[config.mk]
export PLATFORM = sky130hd
export DESIGN_NAME = alu_ctrl_decode_flat
export DESIGN_NICKNAME = d
export VERILOG_FILES = /design/src/rtl/alu_ctrl_decode_if.sv /design/src/rtl/alu_ctrl_decode.sv /design/src/flat_wrapper.sv
export SDC_FILE = /design/constraint.sdc
export NUM_CORES = 1
export LEC_CHECK = 0
export BUFFER_PORTS_ARGS = -buffer_cell sky130_fd_sc_hd__buf_2
export CAP_MARGIN = 15
export CORE_MARGIN = 2
export CORE_UTILIZATION = 59
export DETAILED_ROUTE_END_ITERATION = 10
export GPL_TIMING_DRIVEN = 0
export PLACE_DENSITY = 0.87
export SLEW_MARGIN = 0
export SYNTH_ARGS = -nofsm -noshare
export SYNTH_HDL_FRONTEND = slang
export SYNTH_SLANG_ARGS = --single-unit
[constraint.sdc]
create_clock -name i_clk -period 11.86 [get_ports i_clk]
set_clock_uncertainty 0.1 [all_clocks]
set_input_delay 0.593 -clock i_clk [delete_from_list [all_inputs] [get_ports i_clk]]
set_output_delay 0.593 -clock i_clk [all_outputs]
set_load 0.01 [all_outputs]
[src/rtl/alu_ctrl_decode_if.sv]
// Fetch/execute handshake bundle for the ALU control decode stage.
// The stage itself binds to the slave modport; whoever drives instructions
// in and consumes decoded entries binds to the master modport.
interface alu_ctrl_decode_if #(
   parameter int PC_W = 32
);
   // upstream (fetch side)
   logic            i_flush;
   logic            i_valid;
   logic            o_ready;
   logic [31:0]     i_instr;
   logic [PC_W-1:0] i_pc;
   // downstream (execute side)
   logic            o_valid;
   logic            i_ready;
   logic [2:0]      o_funct3;
   logic            o_sub_sra;
   logic            o_use_imm;
   logic [1:0]      o_res_sel;
   logic [4:0]      o_rs1;
   logic [4:0]      o_rs2;
   logic [4:0]      o_rd;
   logic            o_wen;
   logic [31:0]     o_imm;
   logic [PC_W-1:0] o_pc;
   logic            o_illegal;
   // debug: occupancy state of the output/skid buffer
   logic [1:0]      o_state;

   modport master (
      output i_flush, i_valid, i_instr, i_pc, i_ready,
      input  o_ready, o_valid, o_funct3, o_sub_sra, o_use_imm, o_res_sel,
             o_rs1, o_rs2, o_rd, o_wen, o_imm, o_pc, o_illegal, o_state
   );

   modport slave (
      input  i_flush, i_valid, i_instr, i_pc, i_ready,
      output o_ready, o_valid, o_funct3, o_sub_sra, o_use_imm, o_res_sel,
             o_rs1, o_rs2, o_rd, o_wen, o_imm, o_pc, o_illegal, o_state
   );
endinterface

[src/rtl/alu_ctrl_decode.sv]
// Registered RV32I decode stage (OP, OP-IMM, LUI, AUIPC) feeding the ALU.
// Handshake: a transfer happens on a rising edge where valid and ready are
// both high; a source holds valid and its data stable until that transfer.
// An output register (OUT) plus a skid register (SKD) let o_ready be a plain
// flop, so execute back-pressure never reaches fetch combinationally.
module alu_ctrl_decode #(
   parameter int PC_W        = 32,
   parameter int ILLEGAL_NOP = 0
) (
   input  logic              i_clk,
   input  logic              i_rst,
   alu_ctrl_decode_if.slave  bus
);

   localparam logic [6:0] OPC_OP     = 7'b0110011;
   localparam logic [6:0] OPC_OP_IMM = 7'b0010011;
   localparam logic [6:0] OPC_LUI    = 7'b0110111;
   localparam logic [6:0] OPC_AUIPC  = 7'b0010111;
   localparam logic [6:0] F7_BASE    = 7'b0000000;
   localparam logic [6:0] F7_ALT     = 7'b0100000;

   typedef enum logic [1:0] {
      S_EMPTY = 2'd0,
      S_ONE   = 2'd1,
      S_TWO   = 2'd2
   } buf_state_e;

   typedef struct packed {
      logic [2:0]      funct3;
      logic            sub_sra;
      logic            use_imm;
      logic [1:0]      res_sel;
      logic [4:0]      rs1;
      logic [4:0]      rs2;
      logic [4:0]      rd;
      logic            wen;
      logic [31:0]     imm;
      logic [PC_W-1:0] pc;
      logic            illegal;
   } entry_t;

   buf_state_e state_q;
   logic       ready_q;
   entry_t     out_q;
   entry_t     skd_q;
   entry_t     dec_d;
   logic       legal_d;

   logic [6:0] opcode;
   logic [2:0] f3;
   logic [6:0] f7;
   logic       accept;
   logic       drain;

   assign opcode = bus.i_instr[6:0];
   assign f3     = bus.i_instr[14:12];
   assign f7     = bus.i_instr[31:25];
   assign accept = bus.i_valid & ready_q;
   assign drain  = (state_q != S_EMPTY) & bus.i_ready;

   // Decode the incoming word into an entry; illegal words keep their raw
   // fields for diagnosis unless they are to be turned into a NOP.
   always_comb begin
      dec_d         = '0;
      legal_d       = 1'b0;
      dec_d.funct3  = f3;
      dec_d.rs1     = bus.i_instr[19:15];
      dec_d.rs2     = bus.i_instr[24:20];
      dec_d.rd      = bus.i_instr[11:7];
      dec_d.imm     = {{20{bus.i_instr[31]}}, bus.i_instr[31:20]};
      dec_d.pc      = bus.i_pc;
      case (opcode)
         OPC_OP: begin
            dec_d.sub_sra = bus.i_instr[30];
            legal_d = (f7 == F7_BASE) ||
                      ((f7 == F7_ALT) && ((f3 == 3'b000) || (f3 == 3'b101)));
         end
         OPC_OP_IMM: begin
            dec_d.use_imm = 1'b1;
            dec_d.sub_sra = (f3 == 3'b101) & bus.i_instr[30];
            case (f3)
               3'b001:  legal_d = (f7 == F7_BASE);
               3'b101:  legal_d = (f7 == F7_BASE) || (f7 == F7_ALT);
               default: legal_d = 1'b1;
            endcase
         end
         OPC_LUI: begin
            legal_d       = 1'b1;
            dec_d.funct3  = 3'b000;
            dec_d.res_sel = 2'd1;
            dec_d.imm     = {bus.i_instr[31:12], 12'h000};
         end
         OPC_AUIPC: begin
            legal_d       = 1'b1;
            dec_d.funct3  = 3'b000;
            dec_d.res_sel = 2'd2;
            dec_d.use_imm = 1'b1;
            dec_d.imm     = {bus.i_instr[31:12], 12'h000};
         end
         default: legal_d = 1'b0;
      endcase
      dec_d.wen     = legal_d & (dec_d.rd != 5'd0);
      dec_d.illegal = ~legal_d;
      if ((ILLEGAL_NOP != 0) && !legal_d) begin
         // ADDI x0,x0,0 carrying the original PC
         dec_d         = '0;
         dec_d.use_imm = 1'b1;
         dec_d.pc      = bus.i_pc;
      end
   end

   // Buffer FSM: moves entries between input, OUT and SKD; o_ready is the
   // registered "next state is not TWO".
   always_ff @(posedge i_clk or posedge i_rst) begin
      if (i_rst) begin
         state_q <= S_EMPTY;
         ready_q <= 1'b1;
         out_q   <= '0;
         skd_q   <= '0;
      end else if (bus.i_flush) begin
         state_q <= S_EMPTY;
         ready_q <= 1'b1;
      end else begin
         case (state_q)
            S_EMPTY: begin
               if (accept) begin
                  out_q   <= dec_d;
                  state_q <= S_ONE;
               end
            end
            S_ONE: begin
               if (accept && drain) begin
                  out_q   <= dec_d;
               end else if (accept) begin
                  skd_q   <= dec_d;
                  state_q <= S_TWO;
                  ready_q <= 1'b0;
               end else if (drain) begin
                  state_q <= S_EMPTY;
               end
            end
            S_TWO: begin
               if (drain) begin
                  out_q   <= skd_q;
                  state_q <= S_ONE;
                  ready_q <= 1'b1;
               end
            end
            default: begin
               state_q <= S_EMPTY;
               ready_q <= 1'b1;
            end
         endcase
      end
   end

   assign bus.o_ready   = ready_q;
   assign bus.o_valid   = (state_q != S_EMPTY);
   assign bus.o_state   = state_q;
   assign bus.o_funct3  = out_q.funct3;
   assign bus.o_sub_sra = out_q.sub_sra;
   assign bus.o_use_imm = out_q.use_imm;
   assign bus.o_res_sel = out_q.res_sel;
   assign bus.o_rs1     = out_q.rs1;
   assign bus.o_rs2     = out_q.rs2;
   assign bus.o_rd      = out_q.rd;
   assign bus.o_wen     = out_q.wen;
   assign bus.o_imm     = out_q.imm;
   assign bus.o_pc      = out_q.pc;
   assign bus.o_illegal = out_q.illegal;

endmodule

[src/flat_wrapper.sv]
// flat-port wrapper written by rule: the top's interface ports become plain ports
module alu_ctrl_decode_flat 
#(
   parameter int PC_W        = 32,
   parameter int ILLEGAL_NOP = 0
)
  (i_clk, i_rst, bus_i_flush, bus_i_valid, bus_i_instr, bus_i_pc, bus_i_ready, bus_o_ready, bus_o_valid, bus_o_funct3, bus_o_sub_sra, bus_o_use_imm, bus_o_res_sel, bus_o_rs1, bus_o_rs2, bus_o_rd, bus_o_wen, bus_o_imm, bus_o_pc, bus_o_illegal, bus_o_state);
  alu_ctrl_decode_if #(.PC_W(PC_W)) bus_i ();
  input  logic i_clk;
  input  logic i_rst;
  input wire logic [$bits(bus_i.i_flush)-1:0] bus_i_flush;
  input wire logic [$bits(bus_i.i_valid)-1:0] bus_i_valid;
  input wire logic [$bits(bus_i.i_instr)-1:0] bus_i_instr;
  input wire logic [$bits(bus_i.i_pc)-1:0] bus_i_pc;
  input wire logic [$bits(bus_i.i_ready)-1:0] bus_i_ready;
  output wire logic [$bits(bus_i.o_ready)-1:0] bus_o_ready;
  output wire logic [$bits(bus_i.o_valid)-1:0] bus_o_valid;
  output wire logic [$bits(bus_i.o_funct3)-1:0] bus_o_funct3;
  output wire logic [$bits(bus_i.o_sub_sra)-1:0] bus_o_sub_sra;
  output wire logic [$bits(bus_i.o_use_imm)-1:0] bus_o_use_imm;
  output wire logic [$bits(bus_i.o_res_sel)-1:0] bus_o_res_sel;
  output wire logic [$bits(bus_i.o_rs1)-1:0] bus_o_rs1;
  output wire logic [$bits(bus_i.o_rs2)-1:0] bus_o_rs2;
  output wire logic [$bits(bus_i.o_rd)-1:0] bus_o_rd;
  output wire logic [$bits(bus_i.o_wen)-1:0] bus_o_wen;
  output wire logic [$bits(bus_i.o_imm)-1:0] bus_o_imm;
  output wire logic [$bits(bus_i.o_pc)-1:0] bus_o_pc;
  output wire logic [$bits(bus_i.o_illegal)-1:0] bus_o_illegal;
  output wire logic [$bits(bus_i.o_state)-1:0] bus_o_state;
  assign bus_i.i_flush = bus_i_flush;
  assign bus_i.i_valid = bus_i_valid;
  assign bus_i.i_instr = bus_i_instr;
  assign bus_i.i_pc = bus_i_pc;
  assign bus_i.i_ready = bus_i_ready;
  assign bus_o_ready = bus_i.o_ready;
  assign bus_o_valid = bus_i.o_valid;
  assign bus_o_funct3 = bus_i.o_funct3;
  assign bus_o_sub_sra = bus_i.o_sub_sra;
  assign bus_o_use_imm = bus_i.o_use_imm;
  assign bus_o_res_sel = bus_i.o_res_sel;
  assign bus_o_rs1 = bus_i.o_rs1;
  assign bus_o_rs2 = bus_i.o_rs2;
  assign bus_o_rd = bus_i.o_rd;
  assign bus_o_wen = bus_i.o_wen;
  assign bus_o_imm = bus_i.o_imm;
  assign bus_o_pc = bus_i.o_pc;
  assign bus_o_illegal = bus_i.o_illegal;
  assign bus_o_state = bus_i.o_state;
  alu_ctrl_decode #(.PC_W(PC_W), .ILLEGAL_NOP(ILLEGAL_NOP)) u_core (.i_clk(i_clk), .i_rst(i_rst), .bus(bus_i));
endmodule
==> run metrics, run 1 <==
status finished, violations left; violated checks design-rule violations; die span in y roughly 120 um; Overall Power 1.797 mW; clock tree buffer depth 2; vias per cell slightly below 6; setup_tns 0 ps; RSZ-0062 raised after global routing no; synthesized area between 7000 and 8000 sq um; maximum capacitance violations 0; simple-gate portion of the synthesized area 14.64%; # IOs between 150 and 200; CTS resizes 0; synth unique cells 39; first-pass iteration count of the detailed router 11; Post-synth EDFFs 0; largest family of logic cells by synthesized area compound AO/OA/AOI/OAI gates; Final setup viols 0; Post-DRT Antenna Nets 0; gpl congestion ~0.90; adder-cell area share of the yosys netlist 0%; share of cells above drive strength 1 28.46%; DR iter-0 viols between 900 and 1000; CTS clk-pin slew, worst paths around 60 ps; cell count after synthesis just under 800; mean area per synthesized cell roughly 9.7 sq um; GR Util met2 47.76%; final std cells w/o fill around 1200; synth cell count leaders nand2_1 (186), dfrtp_1 (178), o21ai_0 (72); hold_buf cts 0; Vias between 6000 and 7000; CTS Buf Count 17; Final Net Count ~1000; aggregate global routing overflow 0; R2R depth 6; post-placement cell count 1124; initial core utilization 60.79%; FP Rows a little over 40; dominant synthesized flop cell dfrtp_1; fin. max-slew vios 0; hold crit path type in -> async; Worst VDD drop approximately 160 uV; PD cells just under 200 nW/um^2; # fillers about 940; Die ar. roughly 14000 sq um; GR Util met3 8.349%; grt peak-use layer met2; most frequent cell after synthesis nand2_1; clock latency on the worst-skew pair between 400 and 500 ps; cell taking the most area after synthesis dfrtp_1; drt drc 1; vias in the first global route about 6600; Finished Core Util between 70% and 80%; Sink Count about 180; largest cells by area after synthesis dfrtp_1 (58%), nand2_1 (9.1%), mux2_2 (7.0%); Clk Tree Root Cell clkbuf_16; startpoint types flop; TritonCTS clock tree built; XOR/XNOR Fraction of Synth Area 0%; Tot GR Track Use 30.74%; antenna violations before repair 2; post-synthesis mux area share 7.147%; drt wl/cell around 18 um; yosys warns 0; Synthesized Nets ~860; final hold viol count 0; H-tree Lvls 4; static leakage around 4.5 nW; flops & latches, synth ~180; post-CTS setup buffer count 0; area fraction in compound gates after synthesis 16.15%; fin crit period between 2000 and 2500 ps; layout overhead on the synthesized area 21.41%; wire length of the first global-routing pass 33600 um; Core ar. roughly 13000 sq um; final wirelength around 21000 um; Tightest Pin Transition 749.3 ps; Die Width roughly 120 um; sequential area share after synthesis between 50 and 60%; Worst slew margin roughly half; dpl hpwl about 14000 um; pin count of the biggest net entering global routing between 100 and 150; Crit Path Category reg -> reg; Peak Freq 0.4368 GHz; CP endpoint kind flop; hold_ws 84.23 ps; Port Buffers between 150 and 200; Critical Path Fanout Max 10; WP data arrival ~2500 ps; GR Layer Usage met1 around 41%; WP data required 12060 ps; Tcrit/Tclk final between 10% and 20%; async set-reset flop share out of synthesis 100.0%; share of Yosys cell area claimed by the top area cell type 57.83%
==> cells in the final DEF, fill, tap and decap left out, types with 3 or more instances in the layout <==
cell type,count
buf_2,189
mux2_2,48
o21ai_0,72
dfrtp_1,178
buf_6,3
clkbuf_1,27
clkbuf_8,5
nor2b_1,5
clkinv_2,3
nand2_1,186
a31oi_1,48
nand3_1,12
nor2_1,62
clkbuf_16,17
o31ai_1,4
a21oi_1,68
nor3_1,4
a2bb2oi_1,5
nor4_1,3
o21ai_1,12
==> per-layer routing <==
metal / vias up / routed length, um
met2: 379 / 9815
met3: 73 / 1861
met5: - / 0
li1: 3069 / -
met4: 0 / 757
met1: 3286 / 8286
==> final timing paths <==
| kind | from | end | slack [ps] |
|---|---|---|---|
| setup / recovery | u_core.bus.o_state[1]$_DFFE_PP0P_ | u_core.bus.o_imm[29]$_DFFE_PP0P_ | 9570 |
| max in group asynchronous | i_rst | u_core.skd_q[44]$_DFFE_PP0P_ | 10670 |
| hold / removal | i_rst | u_core.bus.o_pc[10]$_DFFE_PP0P_ | 80 |
| hold reg to reg | u_core.skd_q[53]$_DFFE_PP0P_ | u_core.skd_q[53]$_DFFE_PP0P_ | 380 |
| setup reg to reg | u_core.bus.o_state[1]$_DFFE_PP0P_ | u_core.bus.o_imm[29]$_DFFE_PP0P_ | 9570 |
| min in group i_clk | bus_i_pc[28] | u_core.skd_q[29]$_DFFE_PP0P_ | 310 |
==> flip-flops by register name, summed over array words and instances, names as in the netlist <==
signal and flops:
u_core.bus.o_wen 1, u_core.skd_q 88, u_core.bus.o_rs2 5, u_core.bus.o_rs1 5, u_core.bus.o_pc 32, u_core.bus.o_imm 32, u_core.bus.o_funct3 3, u_core.bus.o_ready 1
u_core.bus.o_res_sel 2, u_core.bus.o_sub_sra 1, u_core.bus.o_state 2, u_core.bus.o_use_imm 1, u_core.bus.o_rd 5, u_core.bus.o_illegal 1
==> kinds of logic after synthesis <==
kind of cell           after synthesis
AND/OR/NAND/NOR                    282
AO/OA/AOI/OAI                      219
flip-flops                         179
buffers and inverters               63
multiplexers                        49
==> through the flow <==
| step | area [sq um] | setup WS, ps |
|---|---|---|
| finish | 9351 | 9570 |
| global route | 9351 | 9416 |
| CTS | 9349 | 9645 |
| detailed placement | 8748 | 9483 |
| global placement | 8713 | 4465 |
| floorplan | 7702 | 6310 |
==> where the power goes <==
part           leakage, nW  internal, mW  switching, mW  total (mW)
combinational         2.02         0.164          0.201       0.365
sequential            2.16         0.775         0.0893       0.864
clock                0.292         0.338          0.230       0.568
total                 4.47          1.28          0.520        1.80
==> area by class of cell <==
class	instances	area, sq um	share of cell area (%)
diodes	1	2.502	0.02676
well taps	172	215.2	2.301
clock inverters	8	98.84	1.057
plain buffers	60	289.0	3.091
repair buffers	160	823.3	8.804
multi-input cells	550	2922	31.24
flip-flops and latches	179	4481	47.91
inverters	3	18.77	0.2007
clock buffers	24	501.7	5.365
==> worst max-delay path, stage by stage (launching register included) <==
cell and delay [ps]:
dfrtp_1 450, nand2b_1 100, clkbuf_1 380, nand2_1 370
clkbuf_1 360, a21oi_1 240, o21ai_0 140
Power figures use the tool's default switching activity.
==> run 2: changes to the inputs <==
Settings changed: CORE_UTILIZATION 59 to 55, PLACE_DENSITY 0.87 to 0.82.
Clock period 11.86 ns to 2.19 ns, I/O delays scaled along.
==> run 2 against run 1 <==
The flow now finishes without violations. Global-route usage decreased by 0.13 points. Routed wire length increased by 5.8%. Non-clock buffer count increased by 66. Flip-flop and latch count unchanged. Clock-buffer cell count decreased by 5. Combinational power increased to 5.7 times the previous value. Cell area increased by 8.0%. Via count increased by 3.9%. Clock power increased to 6.0 times the previous value. Critical endpoint unchanged. Largest cell class unchanged.
==> run metrics, run 2 (synthesis results as in run 1) <==
fin. max-slew vios 0 (unchanged); clock latency on the worst-skew pair 430 ps (about the same); Critical Path Fanout Max 10 (unchanged); vias per cell 5.756 (-2.2%); Clk Tree Root Cell clkbuf_16; DR iter-0 viols 736 (-21%); TritonCTS clock tree built; cell internal pwr 7.319 mW (+470%); WP data arrival 2290 ps (-190 ps); first-pass iteration count of the detailed router 5 (-6); FP Rows 43 (+4.9%); Hold Crit Endpoint u_core.skd_q[83]$_DFFE_PP0P_; WP data required 2420 ps (-9640 ps); Die ar. 14970 sq um (+7.0%); drt wl/cell 17.83 um (-0.42%); Comb pwr share 20.5% (+0.2 points); Core ar. 13770 sq um (+8.7%); Crit Path Category reg -> reg; FF-to-FF setup slack 130 ps (-9440 ps); initial core utilization 55.92% (-4.9 points); RSZ-0062 raised after global routing no; fin crit period 2063 ps (-226.6 ps); Tot GR Track Use 30.61% (-0.13 points); CP endpoint kind flop; most frequent cells in the layout buf_2 (189), nand2_1 (185), dfrtp_1 (178); clock network power share 33.5% (+1.9 points); post-CTS setup buffer count 0 (unchanged); Final Net Count 1106 (+6.3%); gpl congestion 0.9229 (+2.5%); antenna violations before repair 0 (-2); die span in y 122.3 um (+3.5%); switch share 28.07% (-0.88 points); final wirelength 21920 um (+5.8%); CTS Buf Count 17 (unchanged); Tcrit/Tclk final 94.20% (+75 points); hold crit path type in -> reg; Crit Reg-Reg Endpoint u_core.bus.o_imm[29]$_DFFE_PP0P_; dpl hpwl 14350 um (+1.9%); final hold viol count 0 (unchanged); Die Width 122.3 um (+3.5%); Post-DRT Antenna Nets 0 (unchanged); aggregate global routing overflow 0 (unchanged); status finished, final reports clean; layout overhead on the synthesized area 31.07%; Switch Pwr 2.856 mW (+450%); hold_ws 90.10 ps (+5.863 ps); PD cells 1008 nW/um^2 (+420%); share of cells above drive strength 1 27.26% (-1.2 points); # diodes 0 (-1); maximum capacitance violations 0 (unchanged); hold path depth 4; CTS clk-pin slew, worst paths 70 ps (about the same); Biggest register u_core.skd_q; Sink Count 179 (unchanged); Worst VDD drop 528.7 uV (+240%); commonest non-fill, non-tap cell in the layout buf_2; static leakage 4.790 nW (+7.2%); drt drc 0 (-1); R2R depth 6 (unchanged); Hold Path Origin bus_i_instr[3]; pin count of the biggest net entering global routing 42 (-66%); Worst slew margin 46.55% (-3.5 points); clock tree buffer depth 2 (unchanged); vias in the first global route 7005 (+5.6%); Final setup viols 0 (unchanged); Vias 7074 (+3.9%); Tightest Pin Transition 800.1 ps (+50.78 ps); Port Buffers 159 (unchanged); Largest register FFs 88 (unchanged); Overall Power 10.17 mW (+470%); Sequential Power Share 46.0% (-2.1 points); # IOs 161 (unchanged); final std cells w/o fill 1229 (+6.2%); RR Startpoint u_core.bus.o_ready$_DFFE_PP1P_; Peak Freq 0.4847 GHz (+11%); wire length of the first global-routing pass 35150 um (+4.6%); startpoint types flop; post-placement cell count 1135 (+0.98%); H-tree Lvls 4 (unchanged)
run 2: metal layers:
| metal | part of all wire (%) | vias up | GRT usage, % |
|---|---|---|---|
| li1 | - | 3206 | - |
| met1 | 41 | 3415 | 40.28 |
| met2 | 48 | 381 | 48.65 |
| met3 | 7.5 | 72 | 5.855 |
| met4 | 3.9 | 0 | 15.73 |
| met5 | 0 | - | 0 |
run 2: how the worst max path moves through the flow:
stage | end | startpoint
2_1_floorplan | u_core.bus.o_funct3[0]$_DFFE_PP0P_ | i_rst
3_3_place_gp | u_core.bus.o_imm[8]$_DFFE_PP0P_ | i_rst
3_5_place_dp | u_core.bus.o_imm[6]$_DFFE_PP0P_ | u_core.bus.o_state[1]$_DFFE_PP0P_
4_1_cts | u_core.bus.o_imm[5]$_DFFE_PP0P_ | u_core.bus.o_state[1]$_DFFE_PP0P_
5_1_grt | u_core.skd_q[40]$_DFFE_PP0P_ | u_core.bus.o_ready$_DFFE_PP1P_
6_report | u_core.bus.o_imm[29]$_DFFE_PP0P_ | u_core.bus.o_ready$_DFFE_PP1P_
run 2: timing repair:
item                       CTS  global route
hold buffers                63             0
gates resized for setup      0             5
hold endpoints to repair   201             0
setup endpoints to repair    0            20
run 2: power groups by stage:
stage          combinational (mW)  clock (mW)  sequential (mW)
2_1_floorplan                1.02           0             4.80
3_3_place_gp                 1.89           0             4.66
3_5_place_dp                 1.97           0             4.70
4_1_cts                      2.07        3.43             4.65
5_1_grt                      2.32        3.58             4.76
6_report                     2.09        3.41             4.68
run 2: worst max-delay path, cell delays in order (launching register included):
cell     delay, ps
dfstp_2        560
nand3_1        100
or2_2          320
a21oi_4        240
buf_2          260
o21ai_0        130
o21ai_0        250
run 2: area by class of cell:
type	instances	area (sq um)
Sequential cell	179	4481
Fill cell	975	3677
Multi-Input combinational cell	550	2924
Timing Repair Buffer	226	1506
Clock buffer	19	442.9
Buffer	60	291.5
Tap cell	180	225.2
Clock inverter	12	210.2
Inverter	3	15.01
run 2: stage by stage:
step	TNS (ps)	setup slack (ps)	area, sq um	util, %
after CTS	0	13.37	10090	73.26
after floorplan	-55760	-313.3	7706	-
after detailed placement	0	65.11	8807	63.94
final	0	127.0	10100	73.30
after global placement	-247690	-1399	8727	63.36
after global routing	0	5.564	10100	73.30
==> run 3: changes to the inputs <==
Settings changed: CORE_ASPECT_RATIO set to 1.75, REMOVE_ABC_BUFFERS set to 1.
==> run 3 against run 2 <==
The flow now finishes with violations (negative setup slack). Clock-buffer cell count is the same. Total power shrank 3.5%. Cell area grew 0.19%. Setup slack lost 170 ps. Largest cell class unchanged. Sequential power is essentially flat. Critical path depth grew 2. Die area grew 0.25%.
==> run metrics, run 3 (synthesis results as in run 1) <==
status finished, violations left; violated checks negative setup slack; layout overhead on the synthesized area 31.32%; # diodes 0 (unchanged); Core ar. 13760 sq um (about the same); drt drc 0 (unchanged); static leakage 4.734 nW (-1.2%); Tightest Pin Transition 710.8 ps (-89.36 ps); Largest register FFs 88 (unchanged); PD cells 970.7 nW/um^2 (-3.7%); Setup WS post-layout -45.39 ps (-172.4 ps); DR iter-0 viols 511 (-31%); WP data required 2410 ps (about the same); Tcrit/Tclk final 102.1% (+7.9 points); multi-input logic area 3022 sq um (+3.3%); most frequent cells in the layout nand2_1 (184), dfrtp_1 (176), buf_2 (160); Clk Tree Root Cell clkbuf_16; first-pass iteration count of the detailed router 5 (unchanged); Final setup viols 1 (+1); Final Net Count 1067 (-3.5%); Die Width 93.46 um (-24%); grt peak-use layer met2; Critical Path Fanout Max 28 (+18); # IOs 161 (unchanged); die span in y 160.6 um (+31%); setup_tns -45.39 ps (-45.39 ps); crit path buf inv count 3 (+2); fin area 10110 sq um (+0.19%); kind of cell adding the most delay to the critical path compound AO/OA/AOI/OAI gates; Tot GR Track Use 28.11% (-2.5 points); Peak Freq 0.4474 GHz (-7.7%); Post-DP Area 8705 sq um (-1.2%); GR Util met2 47.29% (-1.4 points); Sink Count 179 (unchanged); FP Rows 57 (+33%); gpl congestion 0.7935 (-14%); final wirelength 21220 um (-3.2%); aggregate global routing overflow 0 (unchanged); pin count of the biggest net entering global routing 97 (+130%); # fillers 942 (-3.4%); dpl hpwl 11820 um (-18%); RSZ-0062 raised after global routing yes; Port Buffers 160 (+0.63%); Critical-path top delay cell dfrtp_2; Post-DRT Antenna Nets 0 (unchanged); Finished Core Util 73.48% (+0.18 points); WP data arrival 2460 ps (+170 ps); Vias 6790 (-4.0%); Die ar. 15000 sq um (+0.25%); hold_ws 127.2 ps (+37.07 ps); clock tree buffer depth 2 (unchanged); wire length of the first global-routing pass 33040 um (-6.0%); Worst slew margin 52.40% (+5.9 points); hold crit path type in -> reg; Crit Path Category reg -> reg; final std cells w/o fill 1188 (-3.3%); fin. max-slew vios 0 (unchanged); final hold viol count 0 (unchanged); vias in the first global route 6552 (-6.5%); Worst VDD drop 639.2 uV (+21%); GR Util met3 4.315% (-1.5 points); fin crit period 2235 ps (+172.4 ps); share of cells above drive strength 1 27.89% (+0.63 points); CP Cell Sequence nor2b_4 > clkbuf_16 > o2bb2a_4 > a21oi_4 > buf_12 > buf_16 > nor2_1 > a31oi_1; H-tree Lvls 4 (unchanged); clock latency on the worst-skew pair 420 ps (about the same); antenna violations before repair 0 (unchanged); maximum capacitance violations 0 (unchanged); vias per cell 5.715 (-0.70%); CTS Buf Count 17 (unchanged); Biggest register u_core.skd_q; startpoint types flop; initial core utilization 55.96% (about the same); commonest non-fill, non-tap cell in the layout nand2_1; Worst path max stage delay 480 ps (-80 ps); TritonCTS clock tree built; GR Layer Usage met1 35.82% (-4.5 points); CTS clk-pin slew, worst paths 80 ps (about the same); drt wl/cell 17.86 um (+0.15%); CP endpoint kind flop; post-placement cell count 1078 (-5.0%); register area 4483 sq um (about the same)
run 3: stage by stage:
step	setup WS (ps)	total power, mW
final	-45.39	9.818
after global routing	-97.28	10.34
after CTS	4.713	9.786
after detailed placement	-1207	6.665
after global placement	-6055	6.510
after floorplan	-3239	5.788
run 3: final cells by class:
class,count,area share [%]
Multi-Input combinational cell,554,29.87
Inverter,3,0.1856
Sequential cell,179,44.32
Clock inverter,13,1.423
Tap cell,177,2.190
Timing Repair Buffer,243,17.63
Clock buffer,19,4.379
run 3: report_power, final:
group          internal [mW]  switching [mW]
logic                  0.995            1.14
clock network           1.65            1.38
registers               4.19           0.470
run 3: what timing repair did:
item	4_1_cts	5_1_grt
endpoints found under the setup margin	132	56
endpoints found under the hold margin	250	0
gates resized for setup	9	4
setup buffers	3	6
pin swaps	2	1
cloned	4	2
hold buffers	63	0
run 3: worst reg2reg max path, delay by kind of cell (launching register included):
kind,cells,cell delay [ps]
AOI/OAI and AO/OA,3,700
buffers and inverters,3,620
DFF,1,480
and+or+nand+nor,2,250
run 3: layer usage:
metal  share of wire [%]  vias up
li1                    -     3136
met1                  40     3328
met2                  52      281
met3                 5.2       45
met4                 3.3        0
met5                   0        -
run 3: path summary, 6_finish.rpt:
| check | start | end | slack [ps] | depth (start not counted) |
|---|---|---|---|---|
| setup / recovery | u_core.bus.o_state[0]$_DFFE_PP0P_ | u_core.bus.o_pc[16]$_DFFE_PP0P_ | -50 | 8 |
| hold / removal | bus_i_instr[3] | u_core.skd_q[83]$_DFFE_PP0P_ | 130 | 4 |
| setup reg to reg | u_core.bus.o_state[0]$_DFFE_PP0P_ | u_core.bus.o_pc[16]$_DFFE_PP0P_ | -50 | 8 |
| hold reg to reg | u_core.skd_q[53]$_DFFE_PP0P_ | u_core.skd_q[53]$_DFFE_PP0P_ | 370 | 2 |
| max in group asynchronous | i_rst | u_core.bus.o_imm[12]$_DFFE_PP0P_ | 880 | 4 |
| min in group asynchronous | i_rst | u_core.bus.o_pc[24]$_DFFE_PP0P_ | 240 | 3 |
